`src/rtl/mem_copy_engine.sv`:
```
// mem_copy_engine: block copy / block fill initiator on the data-memory port.
// Copies pick a descending word order when the destination overlaps the tail
// of the source, so a forward-overlapping block is moved without corruption.
// Commands that would touch addresses at or beyond DEPTH are rejected before
// any memory access. All outputs come straight from flops.
module mem_copy_engine #(
    parameter int DEPTH = 64,
    parameter int LEN_W = 7
) (
    input  logic             clk,
    input  logic             rst,
    input  logic             start,
    input  logic             mode,
    input  logic [31:0]      src_addr,
    input  logic [31:0]      dst_addr,
    input  logic [LEN_W-1:0] length,
    input  logic [31:0]      fill_value,
    output logic             busy,
    output logic             done,
    output logic             err,
    output logic [31:0]      mem_addr,
    output logic             mem_re,
    output logic             mem_we,
    output logic [31:0]      mem_wdata,
    input  logic [31:0]      mem_rdata
);

    typedef enum logic [1:0] {
        ST_IDLE  = 2'd0,
        ST_READ  = 2'd1,
        ST_WRITE = 2'd2,
        ST_DONE  = 2'd3
    } state_t;

    state_t             state_r, state_s;
    logic [LEN_W-1:0]   idx_r, idx_s;
    logic [LEN_W-1:0]   len_r, len_s;
    logic               mode_r, mode_s;
    logic               desc_r, desc_s;
    logic               err_flag_r, err_flag_s;
    logic [31:0]        src_r, src_s;
    logic [31:0]        dst_r, dst_s;
    logic [31:0]        fill_r, fill_s;
    logic [31:0]        data_r, data_s;

    // Next values of the output flops, decoded from the next state/fields.
    logic               busy_s, done_s, err_s, mem_re_s, mem_we_s;
    logic [31:0]        mem_addr_s, mem_wdata_s;

    // Command checks, evaluated in 33 bits so an address near 2^32 cannot wrap.
    logic [32:0]        src_end_s, dst_end_s;
    logic               range_bad_s, overlap_s, last_s;

    // Command-time range and overlap checks, plus last-word detection.
    always_comb begin
        src_end_s   = {1'b0, src_addr} + 33'(length);
        dst_end_s   = {1'b0, dst_addr} + 33'(length);
        range_bad_s = ((mode == 1'b0) && (src_end_s > 33'(DEPTH))) ||
                      (dst_end_s > 33'(DEPTH));
        overlap_s   = (mode == 1'b0) && (dst_addr > src_addr) &&
                      ({1'b0, dst_addr} < src_end_s);
        if (desc_r) begin
            last_s = (idx_r == {LEN_W{1'b0}});
        end else begin
            last_s = (idx_r == (len_r - LEN_W'(1)));
        end
    end

    // Next-state logic: command capture, word stepping and data capture.
    always_comb begin
        state_s    = state_r;
        idx_s      = idx_r;
        len_s      = len_r;
        mode_s     = mode_r;
        desc_s     = desc_r;
        err_flag_s = err_flag_r;
        src_s      = src_r;
        dst_s      = dst_r;
        fill_s     = fill_r;
        data_s     = data_r;
        case (state_r)
            ST_IDLE: begin
                err_flag_s = 1'b0;
                if (start) begin
                    mode_s = mode;
                    src_s  = src_addr;
                    dst_s  = dst_addr;
                    len_s  = length;
                    fill_s = fill_value;
                    desc_s = overlap_s;
                    if (range_bad_s) begin
                        err_flag_s = 1'b1;
                        state_s    = ST_DONE;
                    end else if (length == {LEN_W{1'b0}}) begin
                        state_s = ST_DONE;
                    end else begin
                        idx_s   = overlap_s ? (length - LEN_W'(1)) : {LEN_W{1'b0}};
                        state_s = mode ? ST_WRITE : ST_READ;
                    end
                end else begin
                    state_s = ST_IDLE;
                end
            end
            ST_READ: begin
                data_s  = mem_rdata;
                state_s = ST_WRITE;
            end
            ST_WRITE: begin
                if (last_s) begin
                    state_s = ST_DONE;
                end else begin
                    idx_s   = desc_r ? (idx_r - LEN_W'(1)) : (idx_r + LEN_W'(1));
                    state_s = mode_r ? ST_WRITE : ST_READ;
                end
            end
            ST_DONE: begin
                state_s = ST_IDLE;
            end
            default: begin
                state_s = ST_IDLE;
            end
        endcase
    end

    // Output decode from the next state so the outputs can be held in flops.
    always_comb begin
        busy_s      = 1'b0;
        done_s      = 1'b0;
        err_s       = 1'b0;
        mem_re_s    = 1'b0;
        mem_we_s    = 1'b0;
        mem_addr_s  = 32'd0;
        mem_wdata_s = 32'd0;
        case (state_s)
            ST_IDLE: begin
                busy_s = 1'b0;
            end
            ST_READ: begin
                busy_s     = 1'b1;
                mem_re_s   = 1'b1;
                mem_addr_s = src_s + 32'(idx_s);
            end
            ST_WRITE: begin
                busy_s      = 1'b1;
                mem_we_s    = 1'b1;
                mem_addr_s  = dst_s + 32'(idx_s);
                mem_wdata_s = mode_s ? fill_s : data_s;
            end
            ST_DONE: begin
                busy_s = 1'b1;
                done_s = 1'b1;
                err_s  = err_flag_s;
            end
            default: begin
                busy_s = 1'b0;
            end
        endcase
    end

    // State, command fields, data register and output flops.
    always_ff @(posedge clk) begin
        if (rst) begin
            state_r    <= ST_IDLE;
            idx_r      <= {LEN_W{1'b0}};
            len_r      <= {LEN_W{1'b0}};
            mode_r     <= 1'b0;
            desc_r     <= 1'b0;
            err_flag_r <= 1'b0;
            src_r      <= 32'd0;
            dst_r      <= 32'd0;
            fill_r     <= 32'd0;
            data_r     <= 32'd0;
            busy       <= 1'b0;
            done       <= 1'b0;
            err        <= 1'b0;
            mem_re     <= 1'b0;
            mem_we     <= 1'b0;
            mem_addr   <= 32'd0;
            mem_wdata  <= 32'd0;
        end else begin
            state_r    <= state_s;
            idx_r      <= idx_s;
            len_r      <= len_s;
            mode_r     <= mode_s;
            desc_r     <= desc_s;
            err_flag_r <= err_flag_s;
            src_r      <= src_s;
            dst_r      <= dst_s;
            fill_r     <= fill_s;
            data_r     <= data_s;
            busy       <= busy_s;
            done       <= done_s;
            err        <= err_s;
            mem_re     <= mem_re_s;
            mem_we     <= mem_we_s;
            mem_addr   <= mem_addr_s;
            mem_wdata  <= mem_wdata_s;
        end
    end

endmodule

```
`config.mk`:
```
export PLATFORM = sky130hd
export DESIGN_NAME = mem_copy_engine
export DESIGN_NICKNAME = d
export VERILOG_FILES = /design/src/rtl/mem_copy_engine.sv
export SDC_FILE = /design/constraint.sdc
export NUM_CORES = 1
export LEC_CHECK = 0
export CAP_MARGIN = 15
export CORE_ASPECT_RATIO = 0.7
export CORE_MARGIN = 1
export CORE_UTILIZATION = 30
export DETAILED_ROUTE_END_ITERATION = 8
export PLACE_DENSITY = 0.6
export SLEW_MARGIN = 10
export SYNTH_ARGS = -nofsm -noshare
export SYNTH_HDL_FRONTEND = slang
export SYNTH_SLANG_ARGS = --single-unit
export TNS_END_PERCENT = 100
```
`constraint.sdc`:
```
create_clock -name clk -period 14.8 [get_ports clk]
set_input_delay 1.48 -clock clk [delete_from_list [all_inputs] [get_ports clk]]
set_output_delay 1.48 -clock clk [all_outputs]
set_load 0.01 [all_outputs]
```
==> impl_metrics.py, run 1 <==
metrics = {
    "grt": {
        "grt_max_degree": 82,
        "grt_pass1_vias": 11123,
        "grt-ovfl-total": 0,
        "grt_pass1_wl_um": 66890,
        "grt_use_total_pct": 19.32,
        "antenna_found_initial": 1,
    },
    "clock_tree": {
        "postCtsHoldBufs": 0,
        "path_clk_slew_ns": 0.07,
        "cts_resized": 0,
        "clk_latency_ns": 0.52,
        "postCtsSetupBuffers": 0,
        "clockBufferDepth": 3,
        "cts_tree": "built",
        "numCtsBuffers": 23,
        "clock_tree.root_cell": "clkbuf_16",
        "cts.htree.levels": 1,
        "numClockSinks": 216,
    },
    "critical_path": {
        "cpPeakStageDelay_ns": 0.94,
        "crit_type": "in -> reg",
        "worst_path_most_repeated_cell": "a21oi_1",
        "required_ns": 15.18,
        "worst_setup_path_end_kind": "flip-flop",
        "crit_arrival_ns": 9.14,
        "start_kind": "input pin",
        "slowest_stage": "nor4_1",
        "worstPathMaxFanout": 11,
    },
    "die": {
        "die_y_um": 176.8,
        "ios": 208,
        "placement_rows": 63,
        "core_mm2": 0.04264,
        "initial_core_util_pct": 30.69,
        "dieWidth_um": 251.7,
        "dieArea_mm2": 0.04448,
    },
    "place": {
        "hpwlAfterDp_um": 33390,
        "place_area_mm2": 0.01565,
        "dp_slack_ns": 5.797,
        "gp_congestion": 0.9218,
        "portBuffers": 207,
    },
    "run_status": {
        "status": "finished, final reports clean",
    },
    "pwr": {
        "p_clk_share_pct": 37.8,
        "combPwrFrac_pct": 24.3,
        "leakage_uw": 0.006382,
        "ir_drop_mv": 0.05974,
        "cellInternalPower_uw": 1181,
        "p_total_uw": 1688,
        "pwr_density_cell_mw_per_mm2": 102.4,
        "seq_power_share_pct": 37.9,
        "p_switching_uw": 506.5,
        "swShare_pct": 30.02,
    },
    "sta": {
        "setup_ws_ns": 6.045,
        "drv_slew": 0,
        "rsz0062_at_grt": "false",
        "fin_crit_ns": 8.755,
        "setup_viol": 0,
        "holdWs_ns": 0.4523,
        "max_freq_mhz": 114.2,
        "finalHoldViolCount": 0,
        "fin_setup_tns_ns": 0,
        "timing.final.crit_share_pct": 59.16,
        "finalClockSkew_ns": 0.006792,
        "slew_headroom_pct": 24.34,
        "worst_pin_slew_ns": 1.124,
    },
    "final_layout": {
        "final_net_count": 1953,
        "num-fill-cells": 4341,
        "seq_area_mm2": 0.004324,
        "layout_commonest_cell": "dfxtp_1",
        "multiInputGateArea_mm2": 0.008223,
        "layout_common_cells": "dfxtp_1, clkdlybuf4s50_1, nand2_1",
        "drive_gt1_share_pct": 5.081,
        "syn_to_final_growth_pct": 25.87,
        "finalInstanceArea_mm2": 0.01647,
    },
    "yosys": {
        "yosys.area_share.simple_pct": 21.39,
        "synth_fa_ha_area_share_pct": 9.693,
        "netlist_area_mm2": 0.01309,
        "synthMuxAreaShare_pct": 9.636,
        "netlist_instances": 1548,
        "ys_types": 79,
        "async_flop_share_pct": 0,
        "synth_nets": 1786,
        "synth_xor_area_share_pct": 5.554,
        "ys_seq_area_share_pct": 33.04,
        "ys_ff_latch": 216,
        "synth-edff-count": 0,
        "synthFlopType": "dfxtp_1",
        "synth_top_family_by_area": "simple AND/OR/NAND/NOR gates",
        "yosysWarnings": 0,
        "synth_area_per_cell_um2": 8.455,
        "synth_compound_area_share_pct": 16.35,
    },
    "route": {
        "vias_per_cell": 5.219,
        "wl_met1_um": 21900,
        "highest_layer": "met4",
        "wirelength_um": 44110,
        "drt_iter0_drc": 854,
        "antenna_left": 0,
        "drc_errors": 0,
        "drtPass1Iterations": 5,
        "via_count": 12098,
        "wl_met3_um": 2855,
        "dr_wl_met2_um": 18560,
        "routedWlPerCell_um": 19.03,
    },
    "job": {
        "cap_violations": 0,
    },
    "hold_path": {
        "hp-class": "reg -> reg",
    },
}
[registers in the layout, indices dropped and copies added (netlist names)]
signal	count
busy	1
len_r	7
state_r	2
mem_wdata	32
mem_re	1
desc_r	1
mode_r	1
dst_r	32
mem_addr	32
err	1
err_flag_r	1
done	1
idx_r	7
src_r	32
fill_r	32
mem_we	1
data_r	32
[kinds of logic (layout without fill, tap and decap cells)]
family	count (synthesis)	in the layout
XOR/XNOR	83	83
AND/OR/NAND/NOR	571	571
adder cells (fa/ha/maj)	99	99
AO/OA/AOI/OAI	330	330
buffers and inverters	133	317
multiplexers	116	116
other	0	1
flip-flops	216	216
[critical path, delay by kind of cell]
| family | cells | cell delay (ns) |
|---|---|---|
| buffers and inverters | 3 | 0.99 |
| and+or+nand+nor | 7 | 1.87 |
| adders and majority gates | 3 | 0.92 |
| xor gates and xnor gates | 2 | 0.32 |
| AOI/OAI and AO/OA | 14 | 3.56 |
[power groups by stage]
stage          Combinational [uW]  Sequential [uW]  Clock [uW]
2_1_floorplan                 248              653           0
3_3_place_gp                  403              652           0
3_5_place_dp                  407              653           0
4_1_cts                       410              640         659
5_1_grt                       449              644         686
6_report                      411              640         637
[metrics by stage]
step                      cells  utilization [%]
final                      2318            38.63
after global routing       2318            38.63
after CTS                  2317            38.63
after detailed placement   2275            36.69
after global placement     2275            36.68
after floorplan            1548                -
[routing by layer]
layer,global-route usage (%),vias up
met1,29.05,5821
met5,0,-
li1,-,5855
met3,3.529,43
met4,3.684,0
met2,28.43,379
[layout make-up]
type                       count  area share, %
multi-input combinational   1199          49.91
sequential                   216          26.25
timing repair buffer         218          13.06
tap                          585          4.443
clock buffer                  27          3.706
clock inverter                15          1.314
inverter                      57          1.299
antenna                        1        0.01519
[synthesized netlist by cell type, types with 6 or more instances]
library cell / n / share of area, %
ha_1: 95 / 9.1
a21oi_1: 132 / 5.0
nor2_1: 154 / 4.4
or3_1: 10 / 0.48
a31oi_1: 14 / 0.67
and4_1: 12 / 0.80
inv_1: 57 / 1.6
o211ai_1: 12 / 0.69
a21o_1: 49 / 2.8
and3_1: 13 / 0.62
nand4_1: 31 / 1.5
mux2i_1: 103 / 7.9
a211oi_1: 24 / 1.4
nand4b_1: 7 / 0.47
a2111oi_0: 6 / 0.40
nand2b_1: 27 / 1.3
nand3_1: 37 / 1.4
buf_1: 7 / 0.20
nor3_1: 25 / 0.96
clkbuf_1: 51 / 1.5
dfxtp_1: 216 / 33
xnor2_1: 57 / 3.8
or4_1: 7 / 0.40
nor4_1: 13 / 0.62
nor2b_1: 20 / 0.96
o21ai_0: 30 / 1.1
xor2_1: 26 / 1.7
buf_2: 11 / 0.42
and2_1: 10 / 0.48
mux4_2: 7 / 1.2
nand2_1: 178 / 5.1
and3b_1: 8 / 0.54
[worst paths after layout]
check            start            to  slack, ns  cells past startpoint
max          length[3]  mem_addr[21]       6.04                     29
min          src_r[10]     src_r[10]       0.45                      2
max reg2reg   len_r[0]  mem_addr[21]       9.06                     22
min reg2reg  src_r[10]     src_r[10]       0.45                      2
Power figures use the tool's default switching activity.
==> run 2: changes to the inputs <==
PLACE_DENSITY = 0.62   (was 0.6)
clock period = 7 ns   (was 14.8 ns; I/O delays follow)
==> run 2 against run 1 <==
  * Register-to-register slack lost 7.4 ns
  * Sequential share of layout area shrank 1.3 points
  * Sequential power grew 110%
  * Critical path type unchanged
  * Die area is the same
==> impl_metrics.py, run 2 (synthesis gave the netlist of run 1 again) <==
metrics = {
    "critical_path": {
        "slowest_stage": "or4_4",
        "start_kind": "input pin",
        "worst_path_most_repeated_cell": "a21oi_1",
        "crit_arrival_ns": 7.19,
        "worst_setup_path_end_kind": "flip-flop",
        "crit_type": "in -> reg",
        "cpPeakStageDelay_ns": 0.54,
        "required_ns": 7.45,
        "worstPathMaxFanout": 8,
    },
    "final_layout": {
        "drive_gt1_share_pct": 10.94,
        "syn_to_final_growth_pct": 32.67,
        "n_antenna_cell": 0,
        "layout_commonest_cell": "dfxtp_1",
        "layout_common_cells": "dfxtp_1, clkdlybuf4s50_1, nand2_1",
        "final_net_count": 2059,
        "num-fill-cells": 4282,
    },
    "pwr": {
        "pwr_density_cell_mw_per_mm2": 214.4,
        "swShare_pct": 29.66,
        "combPwrFrac_pct": 25.1,
        "cellInternalPower_uw": 2619,
        "p_clk_share_pct": 38.6,
        "p_total_uw": 3724,
        "seq_power_share_pct": 36.3,
        "ir_drop_mv": 0.1276,
        "p_switching_uw": 1104,
        "leakage_uw": 0.006919,
    },
    "sta": {
        "worst_pin_slew_ns": 1.160,
        "max_freq_mhz": 148.2,
        "fin_setup_tns_ns": 0,
        "finalHoldViolCount": 0,
        "drv_slew": 0,
        "fin_crit_ns": 6.747,
        "slew_headroom_pct": 22.60,
        "timing.final.crit_share_pct": 96.38,
        "finalClockSkew_ns": 0.02147,
        "setup_viol": 0,
    },
    "clock_tree": {
        "cts_tree": "built",
        "numCtsBuffers": 24,
        "clockBufferDepth": 3,
        "clk_latency_ns": 0.53,
        "postCtsHoldBufs": 0,
        "cts.htree.levels": 1,
        "clock_tree.root_cell": "clkbuf_16",
        "path_clk_slew_ns": 0.06,
        "numClockSinks": 216,
    },
    "grt": {
        "grt_pass1_vias": 12011,
        "grt_pass1_wl_um": 69370,
        "antenna_found_initial": 0,
        "grt_use_total_pct": 19.93,
        "grt_max_degree": 93,
        "grt-ovfl-total": 0,
    },
    "die": {
        "die_y_um": 176.8,
        "core_mm2": 0.04264,
        "placement_rows": 63,
        "ios": 208,
        "initial_core_util_pct": 30.69,
        "dieArea_mm2": 0.04448,
        "dieWidth_um": 251.7,
    },
    "route": {
        "antenna_left": 0,
        "wl_met1_um": 22440,
        "vias_per_cell": 5.179,
        "routedWlPerCell_um": 18.98,
        "via_count": 12549,
        "drt_iter0_drc": 1018,
        "highest_layer": "met4",
        "wirelength_um": 45990,
        "dr_wl_met2_um": 19440,
        "wl_met3_um": 3544,
        "drc_errors": 0,
        "drtPass1Iterations": 5,
    },
    "hold_path": {
        "hp-class": "reg -> reg",
    },
    "place": {
        "hpwlAfterDp_um": 35540,
        "portBuffers": 207,
        "gp_congestion": 1.016,
    },
    "job": {
        "cap_violations": 0,
    },
    "run_status": {
        "status": "finished, final reports clean",
    },
}
-- run 2: cell types whose count changed in the layout (fill, tap and decap cells not counted), sizes merged --
cell      delta
diode        -1
clkbuf       +4
clkinv       -3
inv          -1
clkinvlp     +1
buf        +105
-- run 2: timing repair --
item | in CTS | in global routing
buffers inserted | 0 | 2
gates resized for setup | 0 | 9
endpoints found under the setup margin | 0 | 10
-- run 2: power groups by stage --
stage	clock network [uW]	registers [uW]	logic (uW)
after CTS	1470	1350	924
final	1440	1350	934
after global placement	0	1380	904
after detailed placement	0	1380	918
after floorplan	0	1380	524
after global routing	1520	1360	1010
-- run 2: area by class of cell --
class / instances / area [um^2] / share of cell area, %
multi-input combinational: 1199 / 8249 / 47.50
sequential: 216 / 4324 / 24.90
timing repair buffer: 323 / 2944 / 16.95
tap: 585 / 732.0 / 4.215
clock buffer: 31 / 698.2 / 4.020
inverter: 57 / 214.0 / 1.232
clock inverter: 12 / 203.9 / 1.174
-- run 2: worst max-delay path: cells and delay by family --
family,cells,cell delay [ns]
simple gates,7,1.64
xor+xnor,1,0.15
fa+ha+maj,4,1.05
buf+inv,4,0.93
compound gates,15,2.70
-- run 2: layer usage --
layer	GRT usage [%]	up-vias
li1	-	6075
met1	29.28	5983
met4	2.769	0
met2	30.52	444
met5	0	-
met3	3.838	47
-- run 2: metrics by stage --
step | worst slack (ns) | util (%) | hold WS [ns] | instance area, um^2 | instances
finish | 0.2532 | 40.72 | 0.4557 | 17370 | 2423
global route | -0.09026 | 40.72 | 0.4762 | 17370 | 2423
CTS | 0.3105 | 40.61 | 0.4560 | 17320 | 2421
detailed placement | -0.2170 | 38.50 | 0.4474 | 16420 | 2378
global placement | -0.07585 | 38.50 | 0.4390 | 16420 | 2378
floorplan | 0.1093 | - | 0.4318 | 13090 | 1548
-- run 2: path summary, 6_finish.rpt --
kind | startpoint | cells past startpoint | to | slack, ns
worst max-delay path | length[0] | 31 | mem_addr[31] | 0.25
worst min-delay path | src_r[21] | 2 | src_r[21] | 0.46
worst max register to register | len_r[0] | 23 | mem_addr[31] | 1.70
worst min register to register | src_r[21] | 2 | src_r[21] | 0.46
==> run 3: changes to the inputs <==
SLEW_MARGIN = 20   (was 10)
==> results of run 3 <==
Final layout, timing and power as in run 2 (identical DEF).
